[src/rtl/arrow_stream_scheduler.sv]
// Scrolls both players' 26-slot arrow lanes, judges button presses against the
// hit window and keeps per-player judgment indicators and saturating scores.
module arrow_stream_scheduler #(
   parameter int FRAMES_PER_STEP = 4,
   parameter int INDICATOR_HOLD  = 30,
   parameter int JUDGE_SLOT      = 22
) (
   input  logic        clock,
   input  logic        reset,
   input  logic        run,
   input  logic        frame_tick,
   input  logic        arrow_valid,
   input  logic [2:0]  arrow_code,
   output logic        arrow_ready,
   input  logic        p1_press_valid,
   input  logic [2:0]  p1_press_code,
   input  logic        p2_press_valid,
   input  logic [2:0]  p2_press_code,
   output logic [77:0] p1_arrow_array,
   output logic [77:0] p2_arrow_array,
   output logic [1:0]  p1_indicator,
   output logic [1:0]  p2_indicator,
   output logic [15:0] p1_score,
   output logic [15:0] p2_score,
   output logic        step
);

   localparam int         ARRAY_W   = 78;
   localparam logic [7:0] STEP_LAST = 8'(FRAMES_PER_STEP - 1);
   localparam logic [7:0] HOLD_INIT = 8'(INDICATOR_HOLD);

   localparam logic [1:0] IND_NONE      = 2'b00;
   localparam logic [1:0] IND_BAD       = 2'b01;
   localparam logic [1:0] IND_GOOD      = 2'b10;
   localparam logic [1:0] IND_EXCELLENT = 2'b11;

   logic [7:0]  frame_cnt;
   logic        step_cycle;
   logic [2:0]  load_code;

   logic        press_valid [2];
   logic [2:0]  press_code  [2];

   logic [77:0] arr_q       [2];
   logic [77:0] arr_clr     [2];
   logic [77:0] arr_nxt     [2];
   logic [1:0]  ind_q       [2];
   logic [7:0]  hold_q      [2];
   logic [15:0] score_q     [2];
   logic [15:0] score_nxt   [2];
   logic [16:0] score_sum   [2];
   logic [1:0]  score_add   [2];
   logic        judged      [2];
   logic [1:0]  judge_ind   [2];
   logic        miss        [2];

   function automatic logic is_legal(input logic [2:0] code);
      case (code)
         3'b001, 3'b010, 3'b011, 3'b100, 3'b110: is_legal = 1'b1;
         default:                                is_legal = 1'b0;
      endcase
   endfunction

   assign press_valid[0] = p1_press_valid;
   assign press_valid[1] = p2_press_valid;
   assign press_code[0]  = p1_press_code;
   assign press_code[1]  = p2_press_code;

   // Reset masks the step so the pattern source never sees a handshake it loses.
   assign step_cycle  = run & frame_tick & (frame_cnt == STEP_LAST) & ~reset;
   assign arrow_ready = step_cycle;
   assign load_code   = (arrow_valid && is_legal(arrow_code)) ? arrow_code : 3'b000;

   // Press clears the hit slot first, then the step shifts the cleared lane,
   // so a miss is only reported for an arrow nobody hit.
   always_comb begin
      for (int p = 0; p < 2; p++) begin
         arr_clr[p]   = arr_q[p];
         judged[p]    = 1'b0;
         judge_ind[p] = IND_BAD;
         score_add[p] = 2'd0;
         if (run && press_valid[p]) begin
            judged[p] = 1'b1;
            if (press_code[p] != 3'b000) begin
               if (arr_q[p][3*JUDGE_SLOT +: 3] == press_code[p]) begin
                  judge_ind[p]                   = IND_EXCELLENT;
                  score_add[p]                   = 2'd2;
                  arr_clr[p][3*JUDGE_SLOT +: 3]  = 3'b000;
               end else if (arr_q[p][3*(JUDGE_SLOT+1) +: 3] == press_code[p]) begin
                  judge_ind[p]                      = IND_GOOD;
                  score_add[p]                      = 2'd1;
                  arr_clr[p][3*(JUDGE_SLOT+1) +: 3] = 3'b000;
               end else if (arr_q[p][3*(JUDGE_SLOT-1) +: 3] == press_code[p]) begin
                  judge_ind[p]                      = IND_GOOD;
                  score_add[p]                      = 2'd1;
                  arr_clr[p][3*(JUDGE_SLOT-1) +: 3] = 3'b000;
               end
            end
         end
         arr_nxt[p]   = step_cycle ? {arr_clr[p][ARRAY_W-4:0], load_code} : arr_clr[p];
         miss[p]      = step_cycle && (arr_clr[p][ARRAY_W-1 -: 3] != 3'b000);
         score_sum[p] = {1'b0, score_q[p]} + 17'(score_add[p]);
         score_nxt[p] = score_sum[p][16] ? 16'hFFFF : score_sum[p][15:0];
      end
   end

   always_ff @(posedge clock) begin
      if (reset) begin
         frame_cnt <= 8'd0;
         step      <= 1'b0;
      end else begin
         if (run && frame_tick) begin
            frame_cnt <= step_cycle ? 8'd0 : frame_cnt + 8'd1;
         end
         step <= step_cycle;
      end
   end

   // A press judgment outranks a same-cycle miss; otherwise the hold counter
   // ages the indicator on frame ticks and blanks it when it runs out.
   always_ff @(posedge clock) begin
      for (int p = 0; p < 2; p++) begin
         if (reset) begin
            arr_q[p]   <= '0;
            ind_q[p]   <= IND_NONE;
            hold_q[p]  <= 8'd0;
            score_q[p] <= 16'd0;
         end else begin
            arr_q[p]   <= arr_nxt[p];
            score_q[p] <= score_nxt[p];
            if (judged[p]) begin
               ind_q[p]  <= judge_ind[p];
               hold_q[p] <= HOLD_INIT;
            end else if (miss[p]) begin
               ind_q[p]  <= IND_BAD;
               hold_q[p] <= HOLD_INIT;
            end else if (run && frame_tick && (hold_q[p] != 8'd0)) begin
               hold_q[p] <= hold_q[p] - 8'd1;
               if (hold_q[p] == 8'd1) begin
                  ind_q[p] <= IND_NONE;
               end
            end
         end
      end
   end

   assign p1_arrow_array = arr_q[0];
   assign p2_arrow_array = arr_q[1];
   assign p1_indicator   = ind_q[0];
   assign p2_indicator   = ind_q[1];
   assign p1_score       = score_q[0];
   assign p2_score       = score_q[1];

endmodule

[config.mk]
export PLATFORM = sky130hd
export DESIGN_NAME = arrow_stream_scheduler
export DESIGN_NICKNAME = d
export VERILOG_FILES = /design/src/rtl/arrow_stream_scheduler.sv
export SDC_FILE = /design/constraint.sdc
export NUM_CORES = 1
export LEC_CHECK = 0
export ABC_AREA = 0
export BUFFER_PORTS_ARGS = -buffer_cell sky130_fd_sc_hd__buf_2
export CORE_MARGIN = 2
export CORE_UTILIZATION = 35
export CTS_CLUSTER_SIZE = 40
export DETAILED_ROUTE_END_ITERATION = 10
export HOLD_SLACK_MARGIN = 0.15
export PLACE_DENSITY_LB_ADDON = 0.1
export SETUP_SLACK_MARGIN = 0.5
export SKIP_CTS_REPAIR_TIMING = 1
export SYNTH_ARGS = -nofsm -noshare
export SYNTH_HDL_FRONTEND = slang
export SYNTH_SLANG_ARGS = --single-unit
[constraint.sdc]
create_clock -name clock -period 3.55 [get_ports clock]
set_input_delay 0.355 -clock clock [delete_from_list [all_inputs] [get_ports clock]]
set_output_delay 0.355 -clock clock [all_outputs]
set_load 0.03 [all_outputs]
Word level (Yosys, flattened, before mapping)
Memories as Yosys holds them, arrays and structs flattened.
Index checks and enable logic that the tools add are counted.

cells by class
  $add $sub $neg = 5
  equality and inequality tests = 14
  muxes and demuxes = 100
  bitwise gates (word level) = 20
  reductions and logical operators = 15

operators with widths
  cell                 number
  $mux 78              4
  $mux 16              4
  $mux 8               7
  $mux 1               46
  $mux 2               22
  $mux 3               13
  $mux 9               4
  $add 16x2->17        2
  $eq 3x3->1           6
  $eq 8x1->1 const B   2
  $or 1x1->1           16
  $reduce_bool 8->1    2
  $sub 8x1->8 const B  2
  $reduce_bool 3->1    4
  $add 8x1->8 const B  1
  $eq 8x2->1 const B   1
  $logic_and 1x1->1    8
  $eq 3x2->1 const B   2
  $eq 3x3->1 const B   2
  $reduce_or 5->1      1
  $and 1x1->1          3
  $eq 3x1->1 const B   1
  $not 1->1            1

storage, ports and cells
  register bits after elaboration = 9
  bits in writable memories = 208
  input port bits = 16
  output and inout port bits = 194
  logic and storage cells = 160
  memories = 4

memory list
  name     words  width  read ports  clocked after memory_dff  wr ports  RTL line  RTL
  arr_q    2      78     2           0                         2         44        logic [77:0] arr_q [2];
  score_q  2      16     2           0                         2         49        logic [15:0] score_q [2];
  hold_q   2      8      2           0                         2         48        logic [7:0] hold_q [2];
  ind_q    2      2      2           0                         2         47        logic [1:0] ind_q [2];

Depth between registers and ports, before layout
  depth in word-level cells = 10
  depth in mapped cells = 12
  gate-level depth less buffers = 10

Worst setup path before layout
OpenSTA, ideal clock, no wires.

  kind = input-to-reg
  start point = input run
  end point = memory score_q[1][13]
  arrival time = 2.966 ns
  data required time = 3.476 ns
  slack = 0.509 ns
  stages on the path = 12
  buffers on the path = 2
  cells stage by stage = buf_2 o311ai_0 a31oi_1 o21a_1 ha_1 inv_1 fa_1 nand3b_1 nor4_1 nand2b_1 buf_2 a31oi_1

RTL lines
  item         RTL line  RTL
  from (decl)  10        input logic run,
  to (decl)    49

==> flow_summary.yaml <==
synthesis:
  postSynthCellCount: 730
  syn_avg_cell_area_um2: 10.08
  mappedNetlistArea_um2: 7358
  leading_area_contributor_after_synthesis: "dfxtp_1"
  synth.distinct_cells: 57
  synth_enable_flop_cells: 20
  synthArstFlopShare_pct: 0
  synth_top_family_by_area: "compound AO/OA/AOI/OAI gates"
  synth.ff_latch_count: 154
  synth_simple_gate_area_share_pct: 11.39
  synth_xor_area_share_pct: 6.547
  synth_compound_gate_area_share_pct: 18.14
  syn-num-nets: 759
  synth-seq-area-share_pct: 44.62
  synth_mux_area_share_pct: 0
  yosysWarnings: 0
  dominantRegCellSynth: "dfxtp_1"
  netlist.area_leader.share_pct: 36.46
  synth.top_cells.by_area: "dfxtp_1 36%, buf_4 15%, a22o_1 9.2%"
  adder_and_majority_gate_portion_of_the_synthesized_area_pct: 2.415
floorplanning:
  core_region_area_um2: 20820
  start_util_pct: 35.34
  dieHeight_um: 149.0
  boundaryPins: 210
  die_area_um2: 22200
  std_cell_rows: 53
  die_width_um: 149.0
critical_path:
  critical_path.max_fanout: 5
  worstPathArrival_ns: 3.11
  crit_required_ns: 3.82
  crit-reg2reg-capture: "score_q[1][14]$_SDFF_PP0_"
  startpoint_type: "flip-flop"
  critPathSlowestCell: "dfxtp_1"
  critical_path.reg2reg.startpoint: "arr_q[1][71]$_SDFF_PP0_"
  critical_path_class: "reg -> reg"
  critPathMaxStageDelay_ns: 0.40
  worst-r2r-setup-slack_ns: 0.70
  crit_chain: "xnor2_1, and3_1, o21a_1, ha_2, inv_1, fa_1, nand3b_1, nor4_1, buf_4, and4b_1, nor3_1"
  critPathBufInv: 2
  reg2reg_depth: 11
  worstSetupEndpointType: "flip-flop"
  critical_path.top_delay_family: "simple AND/OR/NAND/NOR gates"
timing:
  worst-slew-pin-transition_ns: 0.9633
  fin_crit_ns: 2.846
  grt_setup_unrepaired: "true"
  hold_viol_final: 0
  max_slew_margin_pct: 35.39
  whs_ns: 0.1582
  finalSetupViolCount: 0
  max_freq_mhz: 351.4
  final.period_utilization_pct: 80.17
  maxSlewViolCount: 0
  fin_skew_ns: 0.009972
clock_tree:
  cts-htree-levels: 4
  ctsLongestPathBuffers: 2
  cts_buffers: 17
  ctsRootBufferMaster: "clkbuf_16"
  path_clk_slew_ns: 0.06
  worstSkewPairLatency_ns: 0.42
  clock-sinks: 154
  cts_tree: "built"
cells_and_area:
  utilization_after_layout_pct: 40.12
  layout_commonest_cell: "buf_2"
  antenna-diode-count: 0
  share_of_layout_cells_above_drive_strength_1_pct: 34.15
  instances_no_fill: 1092
  area_delta_synth_final_pct: 13.52
  most_frequent_cells_in_the_layout: "209 x buf_2, 133 x dfxtp_1, 77 x a22o_1"
  finish.net_count: 833
route:
  drcViolationCount: 0
  drt-vias-per-instance: 5.003
  average_wire_per_standard_cell_um: 16.05
  total_iterations_of_the_first_detailed_routing_run: 5
  first_iter_violations: 292
  ant_nets: 0
  routed_wirelength_um: 17520
  routed-via-count: 5463
global_route:
  grt_pass1_vias: 4973
  grt.overflow.total: 0
  maximum_number_of_pins_on_one_net_before_global_route_repair: 93
  number_of_antenna_violations_at_the_first_check_in_global_routing: 0
  grt_pass1_wl_um: 27320
  gr-usage-all-layers_pct: 15.57
hold_path:
  worstHoldPathCells: 2
  min_path_type: "in -> reg"
  hold_path_end: "arr_q[0][1]$_SDFFE_PP0N_"
  hold_path_startpoint: "arrow_code[1]"
placed_design:
  io_buffer_count: 209
  dp_cells: 1055
  detailed_place_hpwl_um: 12500
  globalplace.congestion: 0.8332
power:
  ir_drop_mv: 0.2988
  leakagePower_nw: 3.728
  power-per-cell-area_nw_per_um2: 466.5
  total_power_w: 0.003897
status:
  status: "finished, final reports clean"
flow_run:
  max_cap_violations: 0
-- per-layer routing --
metal  track usage [%]  up-vias  part of all wire [%]  wire (µm)
met1             20.75     2641                    47       8222
met5                 0        -                     0          0
li1                  -     2651                     -          -
met2             24.68      156                    46       8066
met4             4.714        0                   1.1        189
met3             4.281       15                   6.0       1044
-- synth_stat cells, types with 12 or more instances --
cell and count:
buf_4 145, dfxtp_1 134, a22o_1 77, a21oi_1 42, xnor2_1 35, nand2_1 29, nor2_1 27, edfxtp_1 20
xor2_1 20, nand3_1 18, inv_1 17, clkbuf_1 16, nor3_1 14, a32o_1 12, nor4_1 12
-- power breakdown --
part           switching [W]  internal [W]  total [W]
Combinational       0.000117     0.0000651   0.000183
Clock               0.000799       0.00111    0.00190
Sequential         0.0000212       0.00179    0.00181
Total               0.000937       0.00296    0.00390
-- per-stage QoR --
stage | TNS [ns] | setup WS [ns] | instance area [µm²]
6_report | 0 | 0.7038 | 8353
5_1_grt | 0 | 0.4393 | 8353
4_1_cts | 0 | 0.3282 | 8274
3_5_place_dp | -0.004681 | -0.004681 | 7657
3_3_place_gp | 0 | 0.1554 | 7657
2_1_floorplan | 0 | 0.5094 | 7358
-- logic make-up (layout without fill, tap and decap cells) --
kind of cell               Yosys count  count (layout)
AOI/OAI and AO/OA                  171             171
xor gates and xnor gates            55              55
and+or+nand+nor                    153             153
buffers and inverters              184             271
adders and majority gates           13              13
DFF                                154             154
-- sequential cells by signal, indices dropped and copies added, names as in the netlist --
| signal | flops |
|---|---|
| arr_q | 93 |
| frame_cnt | 8 |
| hold_q | 16 |
| ind_q | 4 |
| score_q | 32 |
| step | 1 |
-- final cells by class --
class                           count  area, µm²
Clock buffer                       18      450.4
Clock inverter                     14      166.4
Fill cell                        2089      12470
Inverter                           17      63.81
Multi-Input combinational cell    392       2885
Sequential cell                   154       3284
Tap cell                          275      344.1
Timing Repair Buffer              222       1159
-- how the worst max path moves through the flow --
stage	to	start	cells after the start	slack, ns
after global placement	score_q[1][1]$_SDFF_PP0_	run	12	0.16
after detailed placement	score_q[1][5]$_SDFF_PP0_	run	12	-0.005
after CTS	score_q[1][7]$_SDFF_PP0_	arr_q[1][66]$_SDFF_PP0_	11	0.33
after global routing	score_q[1][15]$_SDFF_PP0_	arr_q[1][70]$_SDFF_PP0_	10	0.44
final	score_q[1][14]$_SDFF_PP0_	arr_q[1][71]$_SDFF_PP0_	11	0.70
after floorplan	score_q[1][13]$_SDFF_PP0_	run	12	0.51
Note: power is estimated with default switching activity, not from simulation.
